File: src/rtl/riscv_pkg.sv
// Shared fetch-path definitions: state encoding, word sizes and the NOP encoding.
package riscv_pkg;

  localparam int          INST_W  = 32;
  localparam logic [31:0] PC_STEP = 32'd4;
  localparam logic [31:0] NOP     = 32'h0000_0013;

  // S_FETCH: idle, may issue; S_WAIT: one request outstanding;
  // S_DRAIN: outstanding response will be thrown away; S_HALT: stopped on bad target.
  typedef enum logic [1:0] {
    S_FETCH = 2'd0,
    S_WAIT  = 2'd1,
    S_DRAIN = 2'd2,
    S_HALT  = 2'd3
  } fetch_state_e;

endpackage

File: src/rtl/fetch_fifo.sv
// Small {pc, inst} buffer between fetch and decode. Flush wins over push and pop.
// Storage is cleared only by reset so the head outputs read zero out of reset.
module fetch_fifo
  import riscv_pkg::*;
#(
  parameter int DEPTH = 2,
  parameter int CW    = $clog2(DEPTH) + 1
) (
  input  logic              clk,
  input  logic              reset,
  input  logic              push,
  input  logic              pop,
  input  logic              flush,
  input  logic [31:0]       push_pc,
  input  logic [INST_W-1:0] push_inst,
  output logic              head_valid,
  output logic [31:0]       head_pc,
  output logic [INST_W-1:0] head_inst,
  output logic [CW-1:0]     count
);

  localparam int AW = $clog2(DEPTH);

  logic [31:0]       pc_q   [DEPTH];
  logic [31:0]       pc_d   [DEPTH];
  logic [INST_W-1:0] inst_q [DEPTH];
  logic [INST_W-1:0] inst_d [DEPTH];
  logic [AW-1:0]     wr_ptr_q, wr_ptr_d;
  logic [AW-1:0]     rd_ptr_q, rd_ptr_d;
  logic [CW-1:0]     count_q, count_d;
  logic              push_en, pop_en;

  assign pop_en  = pop && (count_q != '0) && !flush;
  assign push_en = push && !flush && ((count_q != CW'(DEPTH)) || pop_en);

  assign head_valid = (count_q != '0);
  assign head_pc    = pc_q[rd_ptr_q];
  assign head_inst  = inst_q[rd_ptr_q];
  assign count      = count_q;

  // Next storage, pointers and occupancy from push/pop/flush.
  always_comb begin
    pc_d     = pc_q;
    inst_d   = inst_q;
    wr_ptr_d = wr_ptr_q;
    rd_ptr_d = rd_ptr_q;
    count_d  = count_q;
    if (flush) begin
      wr_ptr_d = '0;
      rd_ptr_d = '0;
      count_d  = '0;
    end else begin
      if (push_en) begin
        pc_d[wr_ptr_q]   = push_pc;
        inst_d[wr_ptr_q] = push_inst;
        wr_ptr_d         = wr_ptr_q + AW'(1);
      end
      if (pop_en) begin
        rd_ptr_d = rd_ptr_q + AW'(1);
      end
      case ({push_en, pop_en})
        2'b10:   count_d = count_q + CW'(1);
        2'b01:   count_d = count_q - CW'(1);
        default: count_d = count_q;
      endcase
    end
  end

  // FIFO registers; reset also clears the storage words.
  always_ff @(posedge clk or posedge reset) begin
    if (reset) begin
      for (int i = 0; i < DEPTH; i++) begin
        pc_q[i]   <= '0;
        inst_q[i] <= '0;
      end
      wr_ptr_q <= '0;
      rd_ptr_q <= '0;
      count_q  <= '0;
    end else begin
      pc_q     <= pc_d;
      inst_q   <= inst_d;
      wr_ptr_q <= wr_ptr_d;
      rd_ptr_q <= rd_ptr_d;
      count_q  <= count_d;
    end
  end

endmodule

File: src/rtl/instruction_fetch.sv
// Instruction fetch: holds the PC, keeps at most one memory request in flight,
// buffers returned words in fetch_fifo and hands them to decode.
// Optional: define IFETCH_ALIGN_CHECK_EN to trap misaligned redirect targets
// (sticky misalign_err, fetch halts until reset). Without it the target's low
// two bits are cleared and misalign_err stays 0.
module instruction_fetch
  import riscv_pkg::*;
#(
  parameter logic [31:0] RESET_PC = 32'h0000_0000,
  parameter int          DEPTH    = 2
) (
  input  logic              clk,
  input  logic              reset,
  output logic              imem_req,
  output logic [31:0]       imem_addr,
  input  logic              imem_valid,
  input  logic [INST_W-1:0] imem_rdata,
  input  logic              redirect_valid,
  input  logic [31:0]       redirect_pc,
  output logic              inst_valid,
  input  logic              inst_ready,
  output logic [INST_W-1:0] inst_out,
  output logic [31:0]       inst_pc,
  output logic              misalign_err
);

  localparam int CW = $clog2(DEPTH) + 1;

  fetch_state_e  state_q, state_d;
  logic [31:0]   fetch_pc_q, fetch_pc_d;
  logic [CW-1:0] fifo_count;
  logic          fifo_room;
  logic          redir_take;
  logic          redir_bad;
  logic [31:0]   redir_target;
  logic          push;
  logic          pop;

  assign redir_take = redirect_valid && (state_q != S_HALT);
  assign fifo_room  = (fifo_count < CW'(DEPTH));

`ifdef IFETCH_ALIGN_CHECK_EN
  logic misalign_q, misalign_d;

  assign redir_bad    = redir_take && (redirect_pc[1:0] != 2'b00);
  assign redir_target = redirect_pc;
  assign misalign_err = misalign_q;

  // Sticky flag, cleared only by reset.
  always_comb begin
    misalign_d = misalign_q | redir_bad;
  end

  // Misalign flag register.
  always_ff @(posedge clk or posedge reset) begin
    if (reset) misalign_q <= 1'b0;
    else       misalign_q <= misalign_d;
  end
`else
  assign redir_bad    = 1'b0;
  assign redir_target = redirect_pc & ~32'h0000_0003;
  assign misalign_err = 1'b0;
`endif

  // State and PC registers.
  always_ff @(posedge clk or posedge reset) begin
    if (reset) begin
      state_q    <= S_FETCH;
      fetch_pc_q <= RESET_PC;
    end else begin
      state_q    <= state_d;
      fetch_pc_q <= fetch_pc_d;
    end
  end

  // Next state: redirect first, then request issue / response arrival.
  always_comb begin
    state_d = state_q;
    case (state_q)
      S_FETCH: begin
        if (redir_take)    state_d = redir_bad ? S_HALT : S_FETCH;
        else if (imem_req) state_d = S_WAIT;
      end
      S_WAIT: begin
        if (redir_take)      state_d = redir_bad ? S_HALT : (imem_valid ? S_FETCH : S_DRAIN);
        else if (imem_valid) state_d = S_FETCH;
      end
      S_DRAIN: begin
        // A response arriving together with a redirect still retires the
        // outstanding request, so there is nothing left to drain.
        if (redir_take && redir_bad) state_d = S_HALT;
        else if (imem_valid)         state_d = S_FETCH;
      end
      S_HALT:  state_d = S_HALT;
      default: state_d = S_FETCH;
    endcase
  end

  // Outputs and datapath controls: request, FIFO push/pop, next fetch PC.
  always_comb begin
    imem_req   = (state_q == S_FETCH) && fifo_room && !redirect_valid && !reset;
    imem_addr  = fetch_pc_q;
    push       = (state_q == S_WAIT) && imem_valid && !redir_take;
    pop        = inst_valid && inst_ready;
    fetch_pc_d = fetch_pc_q;
    if (redir_take && !redir_bad) fetch_pc_d = redir_target;
    else if (push)                fetch_pc_d = fetch_pc_q + PC_STEP;
  end

  fetch_fifo #(
    .DEPTH (DEPTH)
  ) u_fifo (
    .clk        (clk),
    .reset      (reset),
    .push       (push),
    .pop        (pop),
    .flush      (redir_take),
    .push_pc    (fetch_pc_q),
    .push_inst  (imem_rdata),
    .head_valid (inst_valid),
    .head_pc    (inst_pc),
    .head_inst  (inst_out),
    .count      (fifo_count)
  );

endmodule
File: config.mk
export PLATFORM = sky130hd
export DESIGN_NAME = instruction_fetch
export DESIGN_NICKNAME = d
export VERILOG_FILES = /design/src/rtl/riscv_pkg.sv /design/src/rtl/fetch_fifo.sv /design/src/rtl/instruction_fetch.sv
export SDC_FILE = /design/constraint.sdc
export NUM_CORES = 1
export LEC_CHECK = 0
export CAP_MARGIN = 20
export CORE_MARGIN = 10
export CORE_UTILIZATION = 47
export CTS_BUF_LIST = sky130_fd_sc_hd__clkbuf_8
export DETAILED_ROUTE_END_ITERATION = 10
export GPL_ROUTABILITY_DRIVEN = 0
export PLACE_DENSITY = 0.84
export SLEW_MARGIN = 5
export SYNTH_ARGS = -nofsm -noshare
export SYNTH_HDL_FRONTEND = slang
export SYNTH_SLANG_ARGS = --single-unit
File: constraint.sdc
create_clock -name clk -period 5.5 [get_ports clk]
set_clock_uncertainty 0.05 [all_clocks]
set_input_delay 0.825 -clock clk [delete_from_list [all_inputs] [get_ports clk]]
set_output_delay 0.825 -clock clk [all_outputs]
set_load 0.005 [all_outputs]
# --- Word level (Yosys, flattened, before mapping) ---
# Cells that the tools add are included.
# Widths: inputs -> output; s select.
totals:
  input_bits: 69
  out_inout_bits: 99
  ff_bits: 166
  word_cells: 76
classes:
  mux: 24
  reduce_logical: 23
  n_lt_le_gt_ge: 4
  addsub: 5
  bitwise: 3
  eq_ne: 8
op_table:
  columns: ["op", "count"]
  rows:
  - ["$mux 32", 9]
  - ["$bwmux 64", 2]
  - ["$add 32x3->32 const B", 1]
  - ["$demux 32 s1", 1]
  - ["$logic_and 1x1->1", 12]
  - ["$mux 2", 6]
  - ["$pmux 2 s4", 1]
  - ["$reduce_bool 2->1", 4]
  - ["$eq 2x2->1 const B", 3]
  - ["$eq 2x1->1 const B", 2]
  - ["$ge 2x2->1 const B", 2]
  - ["$mux 1", 4]
  - ["$ne 2x2->1 const B", 2]
  - ["$not 1->2", 2]
  - ["$pmux 2 s2", 1]
  - ["$logic_not 1->1", 3]
  - ["$ne 3x2->1 const B", 1]
  - ["$reduce_bool 3->1", 1]
  - ["$add 1x1->1 const B", 2]
  - ["$add 2x1->2 const B", 1]
  - ["$logic_not 2->1", 1]
  - ["$lt 2x1->1 const B", 1]
  - ["$lt 2x2->1 const B", 1]
  - ["$reduce_and 2->1", 1]
  - ["3 further kinds", 3]

# --- Depth between registers and ports, before layout ---
depth:
  word_depth: 9
  depth_mapped: 8
  ltp_nobuf: 6

# --- By module ---
# A second synthesis with hierarchy kept.
hier_totals:
  cells_unflattened: 592
  hier_area_um2: 7870.0
modules_own_cells:
  columns: ["module", "area_each_um2", "cells_each", "seq_area_each_um2", "instances"]
  rows:
  - ["fetch_fifo", 5935.7, 368, 3303.2, 1]
  - ["instruction_fetch", 1934.4, 224, 800.8, 1]

# --- Worst setup path after synthesis ---
# OpenSTA, ideal clock, no wires.
synth_path:
  path_kind: "input to output"
  from: "input port redirect_valid"
  to: "output port imem_req"
  setup_slack_ns: 3.172
  cell_stages: 2
  arrival_ns: 1.453
  required_ns: 4.625
  path_cell_list: "or4_1 nor2_1"
synth_between:
  elab_chain_cells: 3
synth_rtl:
  columns: ["item", "line_no", "source"]
  rows:
  - ["from (decl)", "instruction_fetch.sv:18", "input logic redirect_valid,"]
  - ["$logic_not 1->1", "instruction_fetch.sv:101", "imem_req = (state_q == S_FETCH) && fifo_room && !redirect_valid && !reset;"]
  - ["$logic_and 1x1->1 (2 in series)", "instruction_fetch.sv:101", null]
  - ["to (decl)", "instruction_fetch.sv:14", "output logic imem_req,"]
# Every way passes these cells.

# --- Final worst setup path ---
layout_path:
  from: "register u_fifo.rd_ptr_q"
  to: "output port inst_pc[7]"
layout_between:
  elab_chain_cells: 4
layout_rtl:
  columns: ["item", "line_no", "source"]
  rows:
  - ["from (decl)", "fetch_fifo.sv:29", "logic [AW-1:0] rd_ptr_q, rd_ptr_d;"]
  - ["from (signal assigned)", "fetch_fifo.sv:83", "rd_ptr_q <= rd_ptr_d;"]
  - ["$not 1->2 (not written as such)", "fetch_fifo.sv:37", "assign head_pc = pc_q[rd_ptr_q];"]
  - ["$mux 32 (not written as such) (3 in series)", "fetch_fifo.sv:37", null]
  - ["to (decl)", "instruction_fetch.sv:23", "output logic [31:0] inst_pc,"]
# Every way passes these cells. The select of a mux whose other input is x is not followed.

==> flow_summary.ini <==
[drt]
drt-total-wl_um = 19000
drc_errors = 0
wl_per_cell_um = 19.8
ant_nets = 0
route.met2.wl_um = 9400
drt-met1-wl_um = 8040
vias = 5323
vias_per_cell = 5.53
drtIter0Drc = 343
top_layer_used = met4
wl_met3_um = 1360
drtPass1Iterations = 5

[clocking]
cts_resized = 0
cts-hold-fix-buffers = 0
cts_setup_buffers = 0
root_buffer = clkbuf_8
htreeDepth = 4
clock_sinks = 160
clockBufferDepth = 2
cts_tree = built
clk_pin_slew_worst_paths_ns = 0.08
cts_inserted_buffers = 17
clock_latency_ns = 0.46

[place]
placed_area_um2 = 9230
pre_cts_slack_ns = 1.95
numPortBuffers = 160
hpwl_um = 13000
place_inst = 929

[outcome]
status = complete, no violations

[final_layout]
nFillCells = 1230
final_area_um2 = 9650
fin_cells = 962
layout_commonest_cell = clkdlybuf4s50_1
syn2layout_area_growth_pct = 27.1
final_cell_mix = clkdlybuf4s50_1, dfrtp_1, mux2_2
diodes = 0
layout-drive-gt1-share = 0.239
final_nets = 803

[sta]
hold_viol_final = 0
finalSetupTns_ns = 0
tightest_slew_ns = 1.08
fmax_mhz = 266
maxSlewHeadroom = 0.277
rsz0062_at_grt = false
finalCritPeriodShare = 0.685
setup_viol = 0
whs_ns = 0.428
fin_ws_ns = 1.74
post-route-min-period_ns = 3.76
drv_slew = 0

[global_routing]
grt_pass1_vias = 5692
grt_max_degree = 124
antenna_found_initial = 0
grt_remaining_overflow = 0
track_usage = 0.177
grt_pass1_wl_um = 30900

[logic_synthesis]
synth-async-reset-ratio = 1.00
synth-edff-count = 0
synth_seq_cells = 160
synth_cells = 586
avgSynthCellArea_um2 = 12.9
synth_cell_type_count = 52
ys.warnings.count = 0
ys_seq_area_frac = 0.528
ys.flop_type = dfrtp_1
netlist_area_um2 = 7590

[die]
fp.dieW_um = 147
core_um2 = 15800
die_area_um2 = 21600
rows = 46
start_util = 0.479
ioPinCount = 168
die_h_um = 147

[min_path]
hold_class = flop to flop

[setup_path]
slowest_stage = dfrtp_2
crit_fanout = 41
critPathArrivalTime_ns = 2.89
crit_path_cell_trace = buf_4 > mux2_2 > clkdlybuf4s50_1
startpoint_type = flop
crit_family = flip-flops
required_ns = 4.62
cp-end-kind = output port
timing.critical_path.buf_inv = 2
critical_path_class = flop to output port
slowest_delay_ns = 1.09

[power_and_ir_drop]
leakage_nw = 4.22
p_per_area_nw_per_um2 = 419
vdd_ir_drop_max_v = 0.000225

[flow_run]
drv_cap = 0
[flip-flops by register name (all words and copies together), names as in the netlist]
register	count
u_fifo.rd_ptr_q	1
u_fifo.wr_ptr_q	1
u_fifo.count	2
imem_addr	30
state_q	2
u_fifo.pc_q	60
u_fifo.inst_q	64
[cell families after synthesis]
group,count (synthesis),share of synthesized area
AO/OA/AOI/OAI,70,0.0552
XOR/XNOR,16,0.0185
adder cells (fa/ha/maj),1,0.00165
buffers and inverters,46,0.0404
flip-flops,160,0.528
multiplexers,188,0.279
other,1,0.000494
AND/OR/NAND/NOR,104,0.0775
[metal layers]
| metal | track usage | vias to the layer above |
|---|---|---|
| met5 | 0 | - |
| met4 | 0.0520 | 0 |
| met3 | 0.0602 | 23 |
| met2 | 0.294 | 190 |
| met1 | 0.212 | 2697 |
| li1 | - | 2413 |
[worst min-delay path, stage by stage (launching register included)]
cell and delay [ns]:
dfrtp_1 0.34, nand2_1 0.04, o21ai_0 0.06
[synth_stat cells (all sizes together), types with 2 or more instances]
cell type  number  area [um2]
a21oi          11        55.1
a221o           3        30.0
a22oi           6        45.0
a31oi           3        18.8
and3            5        31.3
buf            31         249
clkbuf         12        46.3
dfrtp         160        4000
inv             3        11.3
mux2          186        2090
mux2i           2        20.0
nand2          32         130
nand3          17        90.1
nand4          12        75.1
nor2           18        72.6
nor3            5        41.3
nor3b           2        15.0
nor4            4        61.3
o211ai          6        45.0
o21ai          35         175
o311ai          2        17.5
or4             2        15.0
xnor2           3        26.3
xor2           13         114
[power by group]
group	switching, mW	internal [mW]	leakage [nW]
clock	0.440	0.395	0.193
sequential	0.265	1.53	2.06
combinational	0.485	0.926	1.97
[metrics by stage]
step | total power, mW | util
5_1_grt | 4.28 | 0.609
3_3_place_gp | 3.15 | 0.583
6_report | 4.04 | 0.609
2_1_floorplan | 2.39 | -
3_5_place_dp | 3.24 | 0.583
4_1_cts | 4.09 | 0.608
[layout make-up]
| type | instances | area (um2) | area share |
|---|---|---|---|
| flip-flops and latches | 160 | 4010 | 0.415 |
| multi-input cells | 384 | 3300 | 0.342 |
| repair buffers | 167 | 1670 | 0.174 |
| clock inverters | 12 | 110 | 0.0114 |
| clock buffers | 20 | 275 | 0.0285 |
| well taps | 216 | 270 | 0.0280 |
| inverters | 3 | 16.3 | 0.00169 |
[path summary, 6_finish.rpt]
kind / from / endpoint / slack (ns) / cells past startpoint
setup / recovery: u_fifo.rd_ptr_q / inst_pc[7] / 1.74 / 3
min in group asynchronous: reset / u_fifo.pc_q[20] / 0.71 / 2
hold reg to reg: u_fifo.pc_q[6] / u_fifo.pc_q[6] / 0.43 / 2
max in group asynchronous: reset / u_fifo.pc_q[45] / 3.91 / 3
hold / removal: u_fifo.pc_q[6] / u_fifo.pc_q[6] / 0.43 / 2
setup reg to reg: state_q[0] / imem_addr[9] / 2.86 / 6
Power figures use the tool's default switching activity.
